## src/rtl/move_selector_if.sv

```systemverilog
// move_selector_if: bundle of the per-node handshake and result signals
// between the move evaluator / search controller side and move_selector.
//   master : upstream side; drives start_in, beta_in, move_in, eval_in,
//            valid_in, done_in and observes the result outputs.
//   slave  : move_selector side; the mirror image.
// MOVE_W is the width of move_t; CNT_W is the legal-move counter width.
interface move_selector_if #(
  parameter int CNT_W  = 8,
  parameter int MOVE_W = 16
);
  logic                start_in;
  logic signed [15:0]  beta_in;
  logic [MOVE_W-1:0]   move_in;
  logic signed [15:0]  eval_in;
  logic                valid_in;
  logic                done_in;

  logic                abort_out;
  logic                done_out;
  logic                busy_out;
  logic [MOVE_W-1:0]   best_move_out;
  logic signed [15:0]  best_eval_out;
  logic [CNT_W-1:0]    legal_cnt_out;
  logic                cutoff_out;
  logic                no_legal_out;

  modport master (
    output start_in, beta_in, move_in, eval_in, valid_in, done_in,
    input  abort_out, done_out, busy_out, best_move_out, best_eval_out,
           legal_cnt_out, cutoff_out, no_legal_out
  );

  modport slave (
    input  start_in, beta_in, move_in, eval_in, valid_in, done_in,
    output abort_out, done_out, busy_out, best_move_out, best_eval_out,
           legal_cnt_out, cutoff_out, no_legal_out
  );
endinterface

```

## src/rtl/move_selector.sv

```systemverilog
// move_selector: reduces the stream of scored moves for one search node to
// the best move, its eval and the legal-move count, and performs the
// alpha-beta fail-high test (abort pulse to the move generator).
// Ports:
//   clk_in  : clock
//   rst_in  : synchronous active-high reset
//   bus     : move_selector_if.slave (inputs from evaluator/controller,
//             result outputs held stable after the one-cycle done_out pulse)
module move_selector #(
  parameter int CNT_W  = 8,
  parameter int MOVE_W = 16
) (
  input  logic          clk_in,
  input  logic          rst_in,
  move_selector_if.slave bus
);

  typedef enum logic [1:0] {
    ST_IDLE    = 2'd0,
    ST_COLLECT = 2'd1,
    ST_DRAIN   = 2'd2,
    ST_FINISH  = 2'd3
  } state_t;

  localparam logic [CNT_W-1:0]  CNT_MAX   = '1;
  localparam logic signed [15:0] EVAL_MIN = 16'sh8000;

  state_t              state_q, state_d;
  logic signed [15:0]  beta_q, beta_d;
  logic signed [15:0]  best_eval_q, best_eval_d;
  logic [MOVE_W-1:0]   best_move_q, best_move_d;
  logic [CNT_W-1:0]    cnt_q, cnt_d;
  logic                cutoff_q, cutoff_d;
  logic                no_legal_q, no_legal_d;
  logic                abort_q, abort_d;
  // Set once the node has seen a move, so the first move replaces the
  // initial -32768 value even when its own eval is -32768.
  logic                have_move_q, have_move_d;

  always_comb begin
    state_d     = state_q;
    beta_d      = beta_q;
    best_eval_d = best_eval_q;
    best_move_d = best_move_q;
    cnt_d       = cnt_q;
    cutoff_d    = cutoff_q;
    no_legal_d  = no_legal_q;
    have_move_d = have_move_q;
    abort_d     = 1'b0;

    if (bus.start_in) begin
      // A start always wins: any beat or done in the same cycle is dropped
      // and an unfinished node is abandoned without a done pulse.
      state_d     = ST_COLLECT;
      beta_d      = bus.beta_in;
      best_eval_d = EVAL_MIN;
      best_move_d = '0;
      cnt_d       = '0;
      cutoff_d    = 1'b0;
      no_legal_d  = 1'b0;
      have_move_d = 1'b0;
    end else begin
      unique case (state_q)
        ST_IDLE: begin
        end
        ST_COLLECT: begin
          if (bus.valid_in) begin
            if (cnt_q != CNT_MAX) begin
              cnt_d = cnt_q + 1'b1;
            end
            // Strictly greater: the earliest of equal-scored moves is kept.
            if (!have_move_q || (bus.eval_in > best_eval_q)) begin
              best_eval_d = bus.eval_in;
              best_move_d = bus.move_in;
            end
            have_move_d = 1'b1;
            if (bus.eval_in >= beta_q) begin
              cutoff_d = 1'b1;
              abort_d  = 1'b1;
              state_d  = ST_DRAIN;
            end
          end
          // done_in takes precedence over the DRAIN transition; the beat in
          // the same cycle has already been folded in above.
          if (bus.done_in) begin
            state_d    = ST_FINISH;
            no_legal_d = (cnt_d == '0);
          end
        end
        ST_DRAIN: begin
          if (bus.done_in) begin
            state_d    = ST_FINISH;
            no_legal_d = (cnt_q == '0);
          end
        end
        ST_FINISH: begin
          state_d = ST_IDLE;
        end
        default: begin
          state_d = ST_IDLE;
        end
      endcase
    end
  end

  always_ff @(posedge clk_in) begin
    if (rst_in) begin
      state_q     <= ST_IDLE;
      beta_q      <= '0;
      best_eval_q <= EVAL_MIN;
      best_move_q <= '0;
      cnt_q       <= '0;
      cutoff_q    <= 1'b0;
      no_legal_q  <= 1'b0;
      have_move_q <= 1'b0;
      abort_q     <= 1'b0;
    end else begin
      state_q     <= state_d;
      beta_q      <= beta_d;
      best_eval_q <= best_eval_d;
      best_move_q <= best_move_d;
      cnt_q       <= cnt_d;
      cutoff_q    <= cutoff_d;
      no_legal_q  <= no_legal_d;
      have_move_q <= have_move_d;
      abort_q     <= abort_d;
    end
  end

  // FINISH lasts exactly one cycle, so done_out is a single pulse.
  assign bus.abort_out     = abort_q;
  assign bus.done_out      = (state_q == ST_FINISH);
  assign bus.busy_out      = (state_q == ST_COLLECT) || (state_q == ST_DRAIN);
  assign bus.best_move_out = best_move_q;
  assign bus.best_eval_out = best_eval_q;
  assign bus.legal_cnt_out = cnt_q;
  assign bus.cutoff_out    = cutoff_q;
  assign bus.no_legal_out  = no_legal_q;

endmodule

```

## src/flat_wrapper.sv

```systemverilog
// flat-port wrapper written by rule: the top's interface ports become plain ports
module move_selector_flat 
#(
  parameter int CNT_W  = 8,
  parameter int MOVE_W = 16
)
  (clk_in, rst_in, bus_start_in, bus_beta_in, bus_move_in, bus_eval_in, bus_valid_in, bus_done_in, bus_abort_out, bus_done_out, bus_busy_out, bus_best_move_out, bus_best_eval_out, bus_legal_cnt_out, bus_cutoff_out, bus_no_legal_out);
  move_selector_if #(.CNT_W(CNT_W), .MOVE_W(MOVE_W)) bus_i ();
  input  logic clk_in;
  input  logic rst_in;
  input wire logic [$bits(bus_i.start_in)-1:0] bus_start_in;
  input wire logic [$bits(bus_i.beta_in)-1:0] bus_beta_in;
  input wire logic [$bits(bus_i.move_in)-1:0] bus_move_in;
  input wire logic [$bits(bus_i.eval_in)-1:0] bus_eval_in;
  input wire logic [$bits(bus_i.valid_in)-1:0] bus_valid_in;
  input wire logic [$bits(bus_i.done_in)-1:0] bus_done_in;
  output wire logic [$bits(bus_i.abort_out)-1:0] bus_abort_out;
  output wire logic [$bits(bus_i.done_out)-1:0] bus_done_out;
  output wire logic [$bits(bus_i.busy_out)-1:0] bus_busy_out;
  output wire logic [$bits(bus_i.best_move_out)-1:0] bus_best_move_out;
  output wire logic [$bits(bus_i.best_eval_out)-1:0] bus_best_eval_out;
  output wire logic [$bits(bus_i.legal_cnt_out)-1:0] bus_legal_cnt_out;
  output wire logic [$bits(bus_i.cutoff_out)-1:0] bus_cutoff_out;
  output wire logic [$bits(bus_i.no_legal_out)-1:0] bus_no_legal_out;
  assign bus_i.start_in = bus_start_in;
  assign bus_i.beta_in = bus_beta_in;
  assign bus_i.move_in = bus_move_in;
  assign bus_i.eval_in = bus_eval_in;
  assign bus_i.valid_in = bus_valid_in;
  assign bus_i.done_in = bus_done_in;
  assign bus_abort_out = bus_i.abort_out;
  assign bus_done_out = bus_i.done_out;
  assign bus_busy_out = bus_i.busy_out;
  assign bus_best_move_out = bus_i.best_move_out;
  assign bus_best_eval_out = bus_i.best_eval_out;
  assign bus_legal_cnt_out = bus_i.legal_cnt_out;
  assign bus_cutoff_out = bus_i.cutoff_out;
  assign bus_no_legal_out = bus_i.no_legal_out;
  move_selector #(.CNT_W(CNT_W), .MOVE_W(MOVE_W)) u_core (.clk_in(clk_in), .rst_in(rst_in), .bus(bus_i));
endmodule
```

## config.mk

```make
export PLATFORM = sky130hd
export DESIGN_NAME = move_selector_flat
export DESIGN_NICKNAME = d
export VERILOG_FILES = /design/src/rtl/move_selector_if.sv /design/src/rtl/move_selector.sv /design/src/flat_wrapper.sv
export SDC_FILE = /design/constraint.sdc
export NUM_CORES = 1
export LEC_CHECK = 0
export ABC_CLOCK_PERIOD_IN_PS = 3100
export BUFFER_PORTS_ARGS = -buffer_cell sky130_fd_sc_hd__buf_2
export CAP_MARGIN = 20
export CORE_UTILIZATION = 45
export DETAILED_ROUTE_END_ITERATION = 12
export PLACE_DENSITY = 0.7
export SLEW_MARGIN = 20
export SYNTH_ARGS = -nofsm -noshare
export SYNTH_HDL_FRONTEND = slang
export SYNTH_SLANG_ARGS = --single-unit
```

## constraint.sdc

```tcl
create_clock -name clk_in -period 3.1 [get_ports clk_in]
set_input_delay 0.62 -clock clk_in [delete_from_list [all_inputs] [get_ports clk_in]]
set_output_delay 0.62 -clock clk_in [all_outputs]
set_load 0.03 [all_outputs]
```

Yosys cells after proc, flatten, opt, wreduce, memory -nomap -nowiden
Index checks and enable logic that the tools add are counted.
{ "totals": {"mem_bits_rw": 0, "in_bits": 53, "mem_count": 0, "out_inout_bits": 45, "word_cells": 56, "rom_bits": 0, "latchBits": 0, "register_bits": 62} }
{ "classes": {"bitwise_logic": 2, "multipliers": 0, "div_mod_pow": 0, "shift": 0, "mux": 14, "n_lt_le_gt_ge": 2, "reduce_logical": 16, "n_eq_ne": 11, "n_addsub": 1} }
{ "ops": {"columns": ["operator", "count"], "rows": [
  ["2-to-1 mux 8 bit", 4],
  [">= comparator 16 bit", 1],
  ["> comparator 16 bit", 1],
  ["zero test 8 bit", 2],
  ["AND reduction 3 bit", 3],
  ["adder 8 x 1 -> 8 bit (second input constant)", 1],
  ["2-to-1 mux 2 bit", 4],
  ["inequality test 8 bit (second input constant)", 1],
  ["AND reduction 4 bit", 2],
  ["inequality test 3 bit (second input constant)", 2],
  ["case mux 2 bit (3 select lines)", 1],
  ["== test 2 bit (second input constant)", 2],
  ["2-to-1 mux 1 bit", 4],
  ["inequality test 2 bit (second input constant)", 2],
  ["inequality test 4 x 3 -> 1 bit (second input constant)", 1],
  ["inequality test 4 bit (second input constant)", 1],
  ["nonzero test 4 bit", 1],
  ["OR reduction 4 bit", 1],
  ["inequality test 3 x 2 -> 1 bit (second input constant)", 1],
  ["nonzero test 3 bit", 1],
  ["== test 2 x 1 -> 1 bit (second input constant)", 1],
  ["logical OR 1 bit", 2],
  ["NOT 1 bit", 2],
  ["case mux 1 bit (2 select lines)", 1],
  ["4 further kinds", 4]
]} }

Longest topological paths before layout
{ "logic_depth": {"word_depth": 8, "mapped_depth": 11} }

Least setup slack after synthesis
Ideal clock, no wire load.
{ "synth_timing": {"path_kind": "input to register", "startpoint": "in bus_eval_in[1]", "endpoint": "reg u_core.best_eval_q[11], in the netlist u_core.bus.best_eval_out[11]", "stages": 9, "arrival_time_ns": 2.437, "slack_ns": 0.531, "path_cell_list": "ha_1 -> nor2b_1 -> o21a_1 -> o21a_1 -> o21a_4 -> o41a_4 -> buf_6 -> o31ai_1 -> a21oi_1"} }
{ "synth_between": {"elab_chain_len": 3} }
{ "synth_lines": {"columns": ["item", "line", "text"], "rows": [
  ["start: declaration", "flat_wrapper.sv:14", "input wire logic [$bits(bus_i.eval_in)-1:0] bus_eval_in;"],
  ["> comparator 16 bit", "move_selector.sv:72", "if (!have_move_q || (bus.eval_in > best_eval_q)) begin"],
  ["logical OR 1 bit", "move_selector.sv:72", null],
  ["AND reduction 3 bit (no source line)", null, null],
  ["end signal: assignment", "move_selector.sv:120", "best_eval_q <= best_eval_d;"],
  ["end: declaration", "move_selector.sv:30", "logic signed [15:0] best_eval_q, best_eval_d;"]
]} }
No other way between the ends.
A chain may end at the register's enable or synchronous reset.

Worst setup path after layout
{ "layout_timing": {"startpoint": "reg u_core.best_eval_q[1], in the netlist u_core.bus.best_eval_out[1]", "endpoint": "reg u_core.best_move_q[2], in the netlist u_core.bus.best_move_out[2]"} }
{ "layout_between": {"elab_chain_len": 3} }
{ "layout_lines": {"columns": ["item", "line", "text"], "rows": [
  ["> comparator 16 bit", "move_selector.sv:72", null],
  ["logical OR 1 bit", "move_selector.sv:72", null],
  ["AND reduction 3 bit (no source line)", null, null],
  ["end signal: assignment", "move_selector.sv:121", "best_move_q <= best_move_d;"],
  ["end: declaration", "move_selector.sv:31", "logic [MOVE_W-1:0] best_move_q, best_move_d;"]
]} }
No other way between the ends.

==> out/qor.txt <==
YS warnings - 0
Avg WL per Cell - 15.38 µm
Placer Congestion - 0.8466
pin count of the biggest net entering global routing - 33
Sink Count - 62
Iter 0 DRT Violations - 235
Core Util, Final - 0.5795
# rows - 32
syn_area_per_cell - 8.527 µm²
vias in the first global route - 3,281
Core ar. - 7807 µm²
post-route ant nets - 0
via count - 3,540
Initial Util - 0.4718
H-tree Lvls - 3
antenna violations before repair - 0
CP max FO - 32
Max-Cap Viols - 0
Hold Crit Class - reg -> reg
Worst Setup Start Kind - flip-flop
layout cells sized above 1 - 0.2557
post-CTS sizing - 0
placed insts - 610
outcome - completed
final-report max-slew violation count - 0
Ant. Diodes - 0
die area - 8552 µm²
CP cell instances - inv_1 -> ha_1 -> nor2b_1 -> o21a_1 -> o21a_1 -> o21a_4 -> o41a_4 -> o31ai_1 -> a21oi_1
Final nets - 611
Synth Net Count - 524
Clock Latency Late Sink - 350 ps
final hold vios - 0
Syn-to-layout area delta - 22.83%
Slew @ Worst Pin - 533.1 ps
first-pass GRT wire length - 15,830 µm
ys flop type - dfxtp_1
Ports - 98
CP delay by family, top - compound AO/OA/AOI/OAI gates
post-layout min period - 2578 ps
Finish-stage setup viols - 0
Rel. slew slack - 0.6344
#FFs+latches synth - 62
drt total wl - 9631 µm
asr flop ratio synth - 0
critical path required time - 3330 ps
port buffer count - 97
grt ovf - 0
CTS buffer count - 9
Die Y-Extent - 92.48 µm
Pwr Total - 2074 µW
GR Util met2 - 0.3512
RSZ-0062 raised after global routing - no
Cells after Synth - 432
CTS tree - built
post-route insts no fill - 626
Worst VDD drop - 0.2668 mV
dpl hpwl - 6976 µm
DR pass1 iterations - 4
fin crit share - 0.8317
met3 usage - 0.04516
CTS root buf - clkbuf_8
EDFF count, synth - 0
clock skew - 9.277 ps
Cell Pwr Density - 458.4 nW/µm²
Hold WS - 470.5 ps
sequential fraction of the synthesis area - 0.3370
CP peak stage delay - 600 ps
Critical Path AT - 2810 ps
Die Wd - 92.48 µm
CTS max path bufs - 2
gr usage total - 0.2336
TNS Setup - 0 ps
synth unique cells - 45
Buf/Inv on CP - 1
Hold Buf Count CTS - 0
DRC Markers - 0
Top cell by count, worst path - o21a_1
P_leak - 0.001959 µW
crit end category - flip-flop
clk slew on worst S/H paths - 80 ps
CP max-delay cell - o41a_4
most used routing layer in global routing - met2
fmax - 387.9 MHz
number of vias per cell - 5.655
Setup Crit Path Kind - reg -> reg
postcts setup bufs - 0
met1 GRT Util - 0.3231
Netlist Area Pre-Place - 3684 µm²
-- sequential cells by signal (all words and copies together), names as in the netlist --
signal,cells
u_core.beta_q,16
u_core.bus.best_eval_out,16
u_core.bus.best_move_out,16
u_core.bus.legal_cnt_out,8
u_core.state_q,2
u_core.bus.abort_out,1
u_core.bus.cutoff_out,1
u_core.bus.no_legal_out,1
u_core.have_move_q,1
-- metal layers --
| layer | routed length (µm) | vias up |
|---|---|---|
| li1 | - | 1764 |
| met1 | 4601 | 1639 |
| met4 | 195 | 0 |
| met5 | 0 | - |
| met3 | 522 | 17 |
| met2 | 4312 | 120 |
-- synthesized netlist by cell type (2+ instances only) --
cell,n,share of area
clkbuf_1,24,0.024
ha_1,39,0.13
nor3b_1,2,0.0041
a31oi_1,5,0.0085
mux2i_1,20,0.054
a21oi_1,47,0.064
dfxtp_1,62,0.34
inv_1,40,0.041
nand3_1,6,0.0082
nand4_1,38,0.065
or3_1,4,0.0068
nor3_1,6,0.0082
o21a_1,4,0.0082
a21o_1,6,0.012
nor4_1,3,0.0051
nor2_1,38,0.039
xor2_1,4,0.0095
and4_1,3,0.0071
buf_6,3,0.0092
o31ai_1,33,0.067
o21ai_0,8,0.011
buf_2,4,0.0054
nand2_1,11,0.011
-- per-stage QoR --
| stage | worst slack (ps) | cell area, µm² |
|---|---|---|
| global route | 357.5 | 4524 |
| finish | 521.9 | 4524 |
| global placement | 233.6 | 4278 |
| floorplan | 530.8 | 3684 |
| CTS | 535.4 | 4524 |
| detailed placement | 206.6 | 4278 |
-- final cells by class --
| class | count | area (µm²) |
|---|---|---|
| clock buffers | 9 | 123.9 |
| clock inverters | 7 | 122.6 |
| fillers | 699 | 3283 |
| inverters | 40 | 150.1 |
| multi-input cells | 299 | 2161 |
| flip-flops and latches | 62 | 1241 |
| well taps | 102 | 127.6 |
| repair buffers | 107 | 598.1 |
-- tightest hold or removal path: stages (launching register included) --
cell and delay, ps:
dfxtp_1 310, o31ai_1 60, a21oi_1 60
-- worst paths after layout --
path / from / end / slack, ps / cells past startpoint
max: u_core.bus.best_eval_out[1]$_SDFFE_PP0P_ / u_core.bus.best_move_out[2]$_SDFFE_PP0P_ / 520 / 9
min: u_core.bus.best_move_out[1]$_SDFFE_PP0P_ / u_core.bus.best_move_out[1]$_SDFFE_PP0P_ / 470 / 2
max reg2reg: u_core.bus.best_eval_out[1]$_SDFFE_PP0P_ / u_core.bus.best_move_out[2]$_SDFFE_PP0P_ / 520 / 9
min reg2reg: u_core.bus.best_move_out[1]$_SDFFE_PP0P_ / u_core.bus.best_move_out[1]$_SDFFE_PP0P_ / 470 / 2
-- power breakdown --
part           internal [µW]  leakage, µW  total [µW]  switching (µW)
Sequential               824     0.000504         844            20.3
Clock                    536     0.000116         889             353
Combinational            137      0.00134         341             204
Total                   1500      0.00196        2070             577
-- cells by family after synthesis --
kind of cell	after synthesis	synth area share
flip-flops	62	0.3370
XOR/XNOR	5	0.01189
multiplexers	20	0.05435
adder cells (fa/ha/maj)	39	0.1325
AND/OR/NAND/NOR	119	0.1709
buffers and inverters	71	0.07982
AO/OA/AOI/OAI	116	0.2137
-- layout by cell type, fill, tap and decap left out, types with 2 or more instances in the layout --
master,Yosys,final
buf_2,4,97
inv_1,40,40
nand4_1,38,38
nand3_1,6,6
a21o_1,6,6
buf_4,0,7
or3_1,4,4
o31ai_1,33,33
buf_12,0,3
nor4_1,3,3
clkinv_4,0,2
a21oi_1,47,47
nor2_1,38,38
o21a_1,4,4
a31oi_1,5,4
nor3b_1,2,2
ha_1,39,39
xor2_1,4,4
mux2i_1,20,20
and4_1,3,3
nand2_1,11,11
nor3_1,6,6
o21ai_0,8,8
dfxtp_1,62,62
clkbuf_8,0,9
bufinv_16,0,3
clkinvlp_4,0,2
Note: power is estimated with default switching activity, not from simulation.
